### src/rtl/fifo_wr_arbiter.sv
// Round-robin arbiter sharing one FIFO write port between producers A and B.
// Bursts of up to BURST words per grant, with saturating per-producer word counters.
module fifo_wr_arbiter #(
  parameter int B     = 8,
  parameter int BURST = 4,
  parameter int CW    = 16
) (
  input  logic          clk,
  input  logic          reset,
  input  logic          req_a,
  input  logic [B-1:0]  data_a,
  output logic          ack_a,
  input  logic          req_b,
  input  logic [B-1:0]  data_b,
  output logic          ack_b,
  input  logic          fifo_full,
  output logic          fifo_wr,
  output logic [B-1:0]  fifo_w_data,
  output logic          gnt_a,
  output logic          gnt_b,
  output logic [CW-1:0] cnt_a,
  output logic [CW-1:0] cnt_b
);

  localparam int BCW = $clog2(BURST) + 1;
  localparam logic [BCW-1:0] BLAST = BCW'(BURST - 1);

  typedef enum logic [1:0] {
    IDLE,
    SERVE_A,
    SERVE_B
  } state_e;

  state_e        state_q, state_d;
  logic [BCW-1:0] bcnt_q, bcnt_d;
  logic          last_b_q, last_b_d;
  logic [CW-1:0] cnt_a_q, cnt_a_d;
  logic [CW-1:0] cnt_b_q, cnt_b_d;
  logic          serve_a, serve_b;

  assign serve_a = (state_q == SERVE_A);
  assign serve_b = (state_q == SERVE_B);
  assign gnt_a   = serve_a;
  assign gnt_b   = serve_b;
  assign cnt_a   = cnt_a_q;
  assign cnt_b   = cnt_b_q;

  // Reset gates the strobe so a word presented in the reset cycle is dropped.
  assign fifo_wr = ~reset & ~fifo_full &
                   ((serve_a & req_a) | (serve_b & req_b));
  assign ack_a   = fifo_wr & serve_a;
  assign ack_b   = fifo_wr & serve_b;
  assign fifo_w_data = serve_b ? data_b : data_a;

  always_comb begin
    cnt_a_d = cnt_a_q;
    cnt_b_d = cnt_b_q;
    if (ack_a && (cnt_a_q != '1))
      cnt_a_d = cnt_a_q + 1'b1;
    if (ack_b && (cnt_b_q != '1))
      cnt_b_d = cnt_b_q + 1'b1;
  end

  always_comb begin
    state_d  = state_q;
    bcnt_d   = bcnt_q;
    last_b_d = last_b_q;
    case (state_q)
      IDLE: begin
        if (req_a && req_b)
          state_d = last_b_q ? SERVE_A : SERVE_B;
        else if (req_a)
          state_d = SERVE_A;
        else if (req_b)
          state_d = SERVE_B;
      end
      SERVE_A: begin
        if (!req_a) begin
          state_d  = req_b ? SERVE_B : IDLE;
          bcnt_d   = '0;
          last_b_d = 1'b0;
        end else if (!fifo_full) begin
          if (bcnt_q == BLAST) begin
            bcnt_d = '0;
            if (req_b) begin
              state_d  = SERVE_B;
              last_b_d = 1'b0;
            end
          end else begin
            bcnt_d = bcnt_q + 1'b1;
          end
        end
      end
      SERVE_B: begin
        if (!req_b) begin
          state_d  = req_a ? SERVE_A : IDLE;
          bcnt_d   = '0;
          last_b_d = 1'b1;
        end else if (!fifo_full) begin
          if (bcnt_q == BLAST) begin
            bcnt_d = '0;
            if (req_a) begin
              state_d  = SERVE_A;
              last_b_d = 1'b1;
            end
          end else begin
            bcnt_d = bcnt_q + 1'b1;
          end
        end
      end
      default: begin
        state_d = IDLE;
        bcnt_d  = '0;
      end
    endcase
  end

  always_ff @(posedge clk) begin
    if (reset) begin
      state_q  <= IDLE;
      bcnt_q   <= '0;
      last_b_q <= 1'b1;
      cnt_a_q  <= '0;
      cnt_b_q  <= '0;
    end else begin
      state_q  <= state_d;
      bcnt_q   <= bcnt_d;
      last_b_q <= last_b_d;
      cnt_a_q  <= cnt_a_d;
      cnt_b_q  <= cnt_b_d;
    end
  end

endmodule

### config.mk
export PLATFORM = sky130hd
export DESIGN_NAME = fifo_wr_arbiter
export DESIGN_NICKNAME = d
export VERILOG_FILES = /design/src/rtl/fifo_wr_arbiter.sv
export SDC_FILE = /design/constraint.sdc
export NUM_CORES = 1
export LEC_CHECK = 0
export CAP_MARGIN = 30
export CORE_MARGIN = 2
export CORE_UTILIZATION = 50
export CTS_CLUSTER_DIAMETER = 100
export CTS_CLUSTER_SIZE = 24
export DETAILED_ROUTE_END_ITERATION = 8
export GPL_TIMING_DRIVEN = 0
export HOLD_SLACK_MARGIN = 0.12
export PLACE_DENSITY_LB_ADDON = 0.15
export SETUP_SLACK_MARGIN = 0.15
export SYNTH_ARGS = -nofsm -noshare
export SYNTH_HDL_FRONTEND = slang
export SYNTH_SLANG_ARGS = --single-unit
### constraint.sdc
create_clock -name clk -period 6.08 [get_ports clk]
set_input_delay 1.216 -clock clk [delete_from_list [all_inputs] [get_ports clk]]
set_output_delay 1.216 -clock clk [all_outputs]
set_load 0.02 [all_outputs]
==> results of run 1 <==
how the worst min path moves through the flow:
| stage | cells after the start | start | to |
|---|---|---|---|
| 6_report | 2 | bcnt_q[1] | bcnt_q[1] |
| 4_1_cts | 2 | bcnt_q[1] | bcnt_q[1] |
| 3_3_place_gp | 1 | last_b_q | last_b_q |
| 5_1_grt | 1 | bcnt_q[2] | bcnt_q[2] |
| 2_1_floorplan | 1 | last_b_q | last_b_q |
| 3_5_place_dp | 1 | last_b_q | last_b_q |
cell families after synthesis:
group,count (synthesis),synth area share [%]
adder cells (fa/ha/maj),7,3.85
flip-flops,38,33.5
AO/OA/AOI/OAI,57,16.7
AND/OR/NAND/NOR,114,28.4
buffers and inverters,22,4.57
multiplexers,27,13.0
layer usage:
metal / routed length [um] / share of wire (%) / track usage [%] / up-vias
met1: 2630 / 44 / 31.3 / 1117
met4: 96 / 1.6 / 7.97 / 0
met2: 2860 / 48 / 39.7 / 71
met5: 0 / 0 / 0 / -
li1: - / - / - / 1138
met3: 331 / 5.6 / 4.36 / 15
metrics by stage:
step	cells	util [%]	hold slack, ns
5_1_grt	388	70.7	0.521
3_3_place_gp	380	68.2	0.462
6_report	388	70.7	0.501
2_1_floorplan	265	-	0.447
4_1_cts	388	70.7	0.505
3_5_place_dp	380	68.2	0.486
cell type report:
cell class	instances	area (um^2)	area share, %
Buffer	9	55.1	1.79
Clock buffer	8	110	3.58
Inverter	13	48.8	1.59
Multi-Input combinational cell	205	1410	45.7
Sequential cell	38	761	24.7
Tap cell	52	65.1	2.11
Timing Repair Buffer	63	631	20.5
worst register-to-register path: cells and delay by family (launching register included):
kind	cells	cell delay [ns]
simple gates	3	1.18
mux	1	0.35
flops	1	0.33
fa+ha+maj	1	0.33
buf+inv	1	0.10
power by group through the flow:
stage	clock [mW]	sequential (mW)	combinational, mW
floorplan	0	0.266	0.0788
global placement	0	0.266	0.126
detailed placement	0	0.266	0.129
CTS	0.207	0.260	0.130
global route	0.217	0.262	0.141
finish	0.202	0.261	0.129
cell usage after synthesis (3+ instances only):
master / number
and2_1: 3
o21ai_0: 13
nor2_1: 17
mux2i_1: 7
and4_1: 4
buf_4: 3
nand2_1: 19
dfxtp_1: 38
nand4_1: 7
nor4_1: 7
nor2b_1: 10
or4_1: 6
ha_1: 7
o31ai_1: 4
a21oi_1: 16
and3_1: 4
mux2_2: 20
or3_1: 3
nand3_1: 11
inv_1: 12
nor3_1: 10
flip-flops by register name (all words and copies together) (netlist names):
register	flops
bcnt_q	3
cnt_b	16
cnt_a	16
last_b_q	1
state_q	2
==> impl_metrics.yaml, run 1 <==
run_status:
  run_status: "complete, no violations"
power:
  p_sw_share_pct: 26.8
  internal-power_uw: 433
  leakagePower_nw: 1.13
  seq_power_share_pct: 44.1
  comb_power_share_pct: 21.8
  clockPowerShare_pct: 34.1
  powerDensity_nw_per_um2: 192
  vdd_ir_drop_max_v: 0.000163
  fin_total_pwr_uw: 591
  power.switching_uw: 158
setup_path:
  terminus_of_the_critical_flop_to_flop_path: "cnt_a[9]"
  worstPathBufferInverterCount: 2
  worst_setup_path_start_kind: "input port"
  cp_slowest_stage_delay_ns: 0.67
  worst_path_dominant_cell_family: "buffers and inverters"
  critPathRequiredTime_ns: 4.86
  critical_path.reg2reg.startpoint: "state_q[1]"
  cpMostUsedCell: "clkdlybuf4s50_1"
  crit_chain: "clkdlybuf4s50_1, or3b_2, nor2_1, clkdlybuf4s50_1"
  worstPathMaxFanout: 8
  timing.critical_path.from: "fifo_full"
  cp_num_cells: 4
  cp-end-kind: "output port"
  reg2regPathDepth: 6
  r2r_setup_slack_ns: 3.68
  worst_setup_path_endpoint: "ack_b"
  critical_setup_path_kind: "in -> out"
  critPathSlowestCell: "clkdlybuf4s50_1"
  arrival_ns: 3.26
place:
  port_buffers: 63
  place.gp.congestion: 0.863
  pre_cts_ws_ns: 1.63
  detailed_place.area_um2: 2970
  dpl.hpwl_mm: 4.40
synth:
  synth_seq_area_share_pct: 33.5
  post-synth-top-area-cell: "dfxtp_1"
  post_synth_instance_area_um2: 2270
  netlist.area_leader.share_pct: 33.5
  postSynthAreaPerCell_um2: 8.57
  ys_dominant_reg_cell: "dfxtp_1"
  synth_area_leaders: "dfxtp_1, mux2_2, ha_1"
  synth_warnings: 0
  synth_seq_cells: 38
  yosys.cell_types.count: 56
  synth_enable_flop_cells: 0
  postSynthCellCount: 265
  asyncSetResetFlopFracSynth_pct: 0
  synth_nets: 293
finish:
  mostFrequentLayoutCell: "clkdlybuf4s50_1"
  area_growth_synth_to_finish_pct: 35.5
  final_cell_area_um2: 3080
  fin_nets: 363
  post_route_cells_drive_above_1_share_pct: 12.8
  final.fill_count: 361
  antenna-diode-count: 0
  final_cell_mix: "clkdlybuf4s50_1, dfxtp_1, mux2_2, nand2_1, nor2_1"
global_route:
  grt_remaining_overflow: 0
  grt_antenna_before_repair: 0
  grt.total_usage_pct: 23.9
  grt_max_degree: 12
  vias_in_the_first_global_route: 2145
  grt_pass1_wl_mm: 9.94
timing:
  fin_crit_ns: 4.47
  slew_headroom_pct: 59.3
  grt_setup_unrepaired: "false"
  setup_slack_ns: 1.61
  finalSetupViolations: 0
  max_freq_ghz: 0.224
  tightestPinTransition_ns: 0.603
  final-max-slew-violation-count: 0
  final.period_utilization_pct: 73.6
  fin_setup_tns_ns: 0
  clock_skew_ns: 0.00361
  final_hold_viol_count: 0
routing:
  number_of_routed_nets_with_antenna_violations: 0
  first_iter_violations: 170
  route.vias.total: 2341
  drc: 0
  totalWireLength_mm: 5.92
  drtPass1Iterations: 5
  route.detailed.vias_per_inst: 6.03
  wire_length_per_cell_after_detailed_routing_um: 15.3
clock_tree:
  tritoncts.num_buffers: 5
  clkSlewWorstSetupHoldPaths_ns: 0.07
  clock-sinks: 38
  holdBufCountCts: 0
  htree_num_levels: 2
  cts-resized-gates: 0
  clock_path_buffers: 2
  clock_insertion_delay_worst_skew_ns: 0.29
  postCtsSetupRepairBufs: 0
  cts_tree: "built"
  clockRootBuffer: "clkbuf_8"
die:
  start_util_pct: 52.2
  io-pin-count: 66
  die_ht_um: 71.4
  die_w_um: 71.4
  fp.coreArea_um2: 4350
  number_of_placement_rows: 24
  floorplan.die_area_um2: 5100
job:
  cap_viol_max_count: 0
min_path:
  hold_path_class: "reg -> reg"
Note: power is estimated with default switching activity, not from simulation.
==> run 2, diff against run 1 <==
CORE_UTILIZATION = 48   (was 50)
clock period = 4.6 ns   (was 6.08 ns; I/O delays follow)
==> run 2 against run 1 <==
Compared with the run above: via count down 2.9%; final cell count up 0.52%; worst hold slack lost 0.013 ns; count of clock-buffer cells in the layout is 2 lower; core utilization decreased by 4.5 points; register-to-register slack lost 1.5 ns; critical path type unchanged; global-route usage decreased by 1.2 points; first-iteration DRC count decreased by 8.2%; critical path depth up 1.
==> impl_metrics.yaml, run 2 (same netlist as run 1, synthesis figures left out) <==
run_status:
  run_status: "complete, no violations"
die:
  fp.coreArea_um2: 4630
  number_of_placement_rows: 25
  die_w_um: 72.8
  start_util_pct: 49.1
  floorplan.die_area_um2: 5300
  die_ht_um: 72.8
  io-pin-count: 66
timing:
  fin_setup_tns_ns: 0
  final.period_utilization_pct: 84.9
  clock_skew_ns: 0.00574
  tightestPinTransition_ns: 0.567
  finalSetupViolations: 0
  fin_crit_ns: 3.91
  final_hold_viol_count: 0
  slew_headroom_pct: 61.7
  max_freq_ghz: 0.256
  final-max-slew-violation-count: 0
  grt_setup_unrepaired: "false"
setup_path:
  worstPathBufferInverterCount: 3
  worstPathMaxFanout: 8
  worst_setup_path_start_kind: "input port"
  crit_chain: "clkdlybuf4s50_1, or3b_4, or2_2, inv_1, clkdlybuf4s50_1"
  critPathSlowestCell: "clkdlybuf4s50_1"
  cp-end-kind: "output port"
  cpMostUsedCell: "clkdlybuf4s50_1"
  critPathRequiredTime_ns: 3.68
  worst_path_dominant_cell_family: "buffers and inverters"
  cp_slowest_stage_delay_ns: 0.60
  arrival_ns: 2.99
  critical_setup_path_kind: "in -> out"
clock_tree:
  clock_path_buffers: 2
  clkSlewWorstSetupHoldPaths_ns: 0.08
  tritoncts.num_buffers: 5
  htree_num_levels: 2
  clockRootBuffer: "clkbuf_8"
  cts_tree: "built"
  holdBufCountCts: 0
  clock_insertion_delay_worst_skew_ns: 0.30
  postCtsSetupRepairBufs: 0
  cts-resized-gates: 0
  clock-sinks: 38
routing:
  wire_length_per_cell_after_detailed_routing_um: 14.8
  drc: 0
  route.detailed.vias_per_inst: 5.83
  totalWireLength_mm: 5.75
  number_of_routed_nets_with_antenna_violations: 0
  route.vias.total: 2274
  wl_met1_mm: 2.69
  met3WireLength_um: 274
  topRoutingLayerUsed: "met4"
  drtPass1Iterations: 4
  first_iter_violations: 156
  detailroute.wirelength.met2_mm: 2.70
finish:
  mostFrequentLayoutCell: "clkdlybuf4s50_1"
  antenna-diode-count: 0
  final_cell_mix: "clkdlybuf4s50_1, dfxtp_1, mux2_2, nand2_1, nor2_1"
  final.fill_count: 422
  final_cell_area_um2: 3070
  area_growth_synth_to_finish_pct: 34.9
  fin_nets: 363
  post_route_cells_drive_above_1_share_pct: 12.8
global_route:
  grt_pass1_wl_mm: 9.53
  grt_antenna_before_repair: 0
  grt_max_degree: 13
  vias_in_the_first_global_route: 2054
  grt.total_usage_pct: 22.6
  grt_remaining_overflow: 0
power:
  fin_total_pwr_uw: 759
  vdd_ir_drop_max_v: 0.000234
  powerDensity_nw_per_um2: 248
  leakagePower_nw: 1.12
place:
  place.gp.congestion: 0.881
  port_buffers: 63
  dpl.hpwl_mm: 4.30
  detailed_place.area_um2: 2970
min_path:
  hold_path_class: "reg -> reg"
job:
  cap_viol_max_count: 0
[run 2: changes by cell type in the layout (fill, tap and decap cells not counted)]
cell and delta:
clkinv_2 +1, clkbuf_8 -2, clkinvlp_4 +1
[run 2: per-stage QoR]
stage / hold WS (ns) / util [%] / worst slack, ns / instances
global route: 0.529 / 66.2 / 0.665 / 390
finish: 0.488 / 66.2 / 0.694 / 390
global placement: 0.463 / 64.2 / 0.722 / 382
floorplan: 0.447 / - / 1.89 / 265
CTS: 0.492 / 66.2 / 0.713 / 390
detailed placement: 0.468 / 64.2 / 0.705 / 382
[run 2: power breakdown]
group / switching, mW / internal, mW
logic: 0.0853 / 0.0838
clock network: 0.126 / 0.121
registers: 0.00700 / 0.337
total: 0.218 / 0.541
[run 2: worst paths after layout]
path / start / end / slack (ns) / cells past startpoint
setup / recovery: fifo_full / ack_a / 0.69 / 5
hold / removal: last_b_q / last_b_q / 0.49 / 1
setup reg to reg: state_q[1] / cnt_a[7] / 2.21 / 6
hold reg to reg: last_b_q / last_b_q / 0.49 / 1
[run 2: area by class of cell]
cell class                 instances  area [um^2]  area share, %
clock buffer                       6         82.6           2.69
clock inverter                     2         12.5          0.408
sequential                        38          761           24.8
timing repair buffer              63          631           20.6
multi-input combinational        205         1410           45.9
buffer                             9         55.1           1.80
tap                               54         67.6           2.20
inverter                          13         48.8           1.59
[run 2: worst register-to-register path, delay by kind of cell, from the launching register on]
kind                       cells  cell delay, ns
buffers and inverters          1            0.09
adders and majority gates      1            0.32
DFF                            1            0.33
AOI/OAI and AO/OA              1            0.16
and+or+nand+nor                3            1.43
[run 2: routing by layer]
metal	global-route usage [%]	vias up
met3	4.56	8
met1	29.9	1076
met4	7.61	0
li1	-	1137
met2	36.9	53
met5	0	-
==> run 3, diff against run 2 <==
CORE_UTILIZATION = 43   (was 48)
clock period = 3.45 ns   (was 4.6 ns; I/O delays follow)
==> run 3 against run 2 <==
Compared with the run above: worst setup slack worse by 0.43 ns; wire length is 2.3% higher; count of clock-buffer cells in the layout stayed put; die area is 11% higher; core utilization is 5.9 points lower; sequential share of layout area is 0.14 points lower; sequential cell count stayed put; first-iteration DRC count is 15% lower; non-clock buffer count stayed put; via count is 0.13% higher; final cell count is 4.1% higher; clock power is 33% higher; largest power group unchanged.
==> impl_metrics.yaml, run 3 (same netlist as run 1, synthesis figures left out) <==
setup_path:
  worstPathMaxFanout: 8
  reg2regPathDepth: 6
  critical_path.reg2reg.startpoint: "state_q[1]"
  r2r_setup_slack_ns: 1.03
  critical_setup_path_kind: "in -> out"
  critPathRequiredTime_ns: 2.76
  worst_setup_path_start_kind: "input port"
  timing.critical_path.from: "fifo_full"
  cp-end-kind: "output port"
  arrival_ns: 2.49
  terminus_of_the_critical_flop_to_flop_path: "cnt_a[9]"
die:
  number_of_placement_rows: 26
  floorplan.die_area_um2: 5880
  die_ht_um: 76.7
  start_util_pct: 44.5
  io-pin-count: 66
  fp.coreArea_um2: 5110
  die_w_um: 76.7
min_path:
  whs_endpoint: "bcnt_q[1]"
  hold_path_class: "reg -> reg"
  hp-start: "bcnt_q[1]"
  hold-path-cell-count: 2
timing:
  final_hold_viol_count: 0
  fin_hold_ws_ns: 0.488
  slew_headroom_pct: 56.6
  clock_skew_ns: 0.00601
  fin_setup_tns_ns: 0
  finalSetupViolations: 0
  fin_crit_ns: 3.18
  final.period_utilization_pct: 92.2
  max_freq_ghz: 0.314
  final-max-slew-violation-count: 0
  tightestPinTransition_ns: 0.643
  grt_setup_unrepaired: "false"
routing:
  number_of_routed_nets_with_antenna_violations: 0
  route.detailed.vias_per_inst: 5.61
  wire_length_per_cell_after_detailed_routing_um: 14.5
  first_iter_violations: 133
  route.vias.total: 2277
  drtPass1Iterations: 4
  drc: 0
  totalWireLength_mm: 5.89
power:
  power.switching_uw: 293
  vdd_ir_drop_max_v: 0.000205
  leakagePower_nw: 1.13
  comb_power_share_pct: 22.6
  seq_power_share_pct: 45.2
  p_sw_share_pct: 28.9
  internal-power_uw: 721
  fin_total_pwr_mw: 1.01
  clockPowerShare_pct: 32.2
  powerDensity_nw_per_um2: 329
clock_tree:
  clock-sinks: 38
  holdBufCountCts: 0
  clock_path_buffers: 2
  htree_num_levels: 2
  clkSlewWorstSetupHoldPaths_ns: 0.07
  clockRootBuffer: "clkbuf_8"
  cts_tree: "built"
  clock_insertion_delay_worst_skew_ns: 0.30
  postCtsSetupRepairBufs: 0
  tritoncts.num_buffers: 5
global_route:
  vias_in_the_first_global_route: 2158
  grt_max_degree: 13
  grt_remaining_overflow: 0
  grt_antenna_before_repair: 0
  grt_pass1_wl_mm: 10.2
  grt.total_usage_pct: 21.0
finish:
  area_growth_synth_to_finish_pct: 35.7
  mostFrequentLayoutCell: "clkdlybuf4s50_1"
  antenna-diode-count: 0
  fin_nets: 363
  final_cell_mix: "clkdlybuf4s50_1, dfxtp_1, mux2_2, nand2_1, nor2_1"
  post_route_cells_drive_above_1_share_pct: 12.8
run_status:
  run_status: "complete, no violations"
job:
  cap_viol_max_count: 0
place:
  place.gp.congestion: 0.814
  port_buffers: 63
  dpl.hpwl_mm: 4.39
run 3: final cells by class:
cell class / instances / area (um^2)
Buffer: 9 / 55.1
Clock buffer: 6 / 82.6
Tap cell: 70 / 87.6
Timing Repair Buffer: 63 / 628
Sequential cell: 38 / 761
Inverter: 13 / 48.8
Fill cell: 491 / 2020
Multi-Input combinational cell: 205 / 1410
Clock inverter: 2 / 12.5
run 3: how the worst max path moves through the flow:
stage / slack (ns) / cells past startpoint / endpoint
global placement: -0.01 / 5 / ack_a
detailed placement: -0.005 / 5 / ack_a
floorplan: 1.09 / 5 / ack_a
finish: 0.27 / 5 / ack_a
global route: 0.19 / 5 / ack_a
CTS: 0.27 / 5 / ack_a
run 3: power groups by stage:
stage	Sequential, mW	Combinational (mW)	Clock [mW]
after CTS	0.459	0.229	0.339
after global placement	0.468	0.225	0
final	0.459	0.229	0.327
after global routing	0.461	0.249	0.357
after detailed placement	0.468	0.228	0
after floorplan	0.469	0.139	0
run 3: repair_timing:
action	in CTS	in global routing
setup endpoints to repair	2	0
endpoints found under the hold margin	0	0
resized for setup	2	0
run 3: stage by stage:
step / std cells / utilization (%) / instance area (um^2) / setup slack, ns
2_1_floorplan: 265 / - / 2270 / 1.09
3_3_place_gp: 398 / 58.5 / 2990 / -0.0133
3_5_place_dp: 398 / 58.5 / 2990 / -0.00522
4_1_cts: 406 / 60.4 / 3080 / 0.269
5_1_grt: 406 / 60.4 / 3080 / 0.194
6_report: 406 / 60.4 / 3080 / 0.269
run 3: routing by layer:
metal,GRT usage [%],wire (um),vias up
met4,8.55,111,0
met2,34.7,2850,49
met5,0,0,-
li1,-,-,1137
met1,26.7,2700,1081
met3,4.47,231,10
run 3: critical path: stages:
cell,delay [ns]
clkdlybuf4s50_1,0.56
or3b_4,0.49
or2_2,0.33
inv_1,0.09
dlygate4sd2_1,0.33
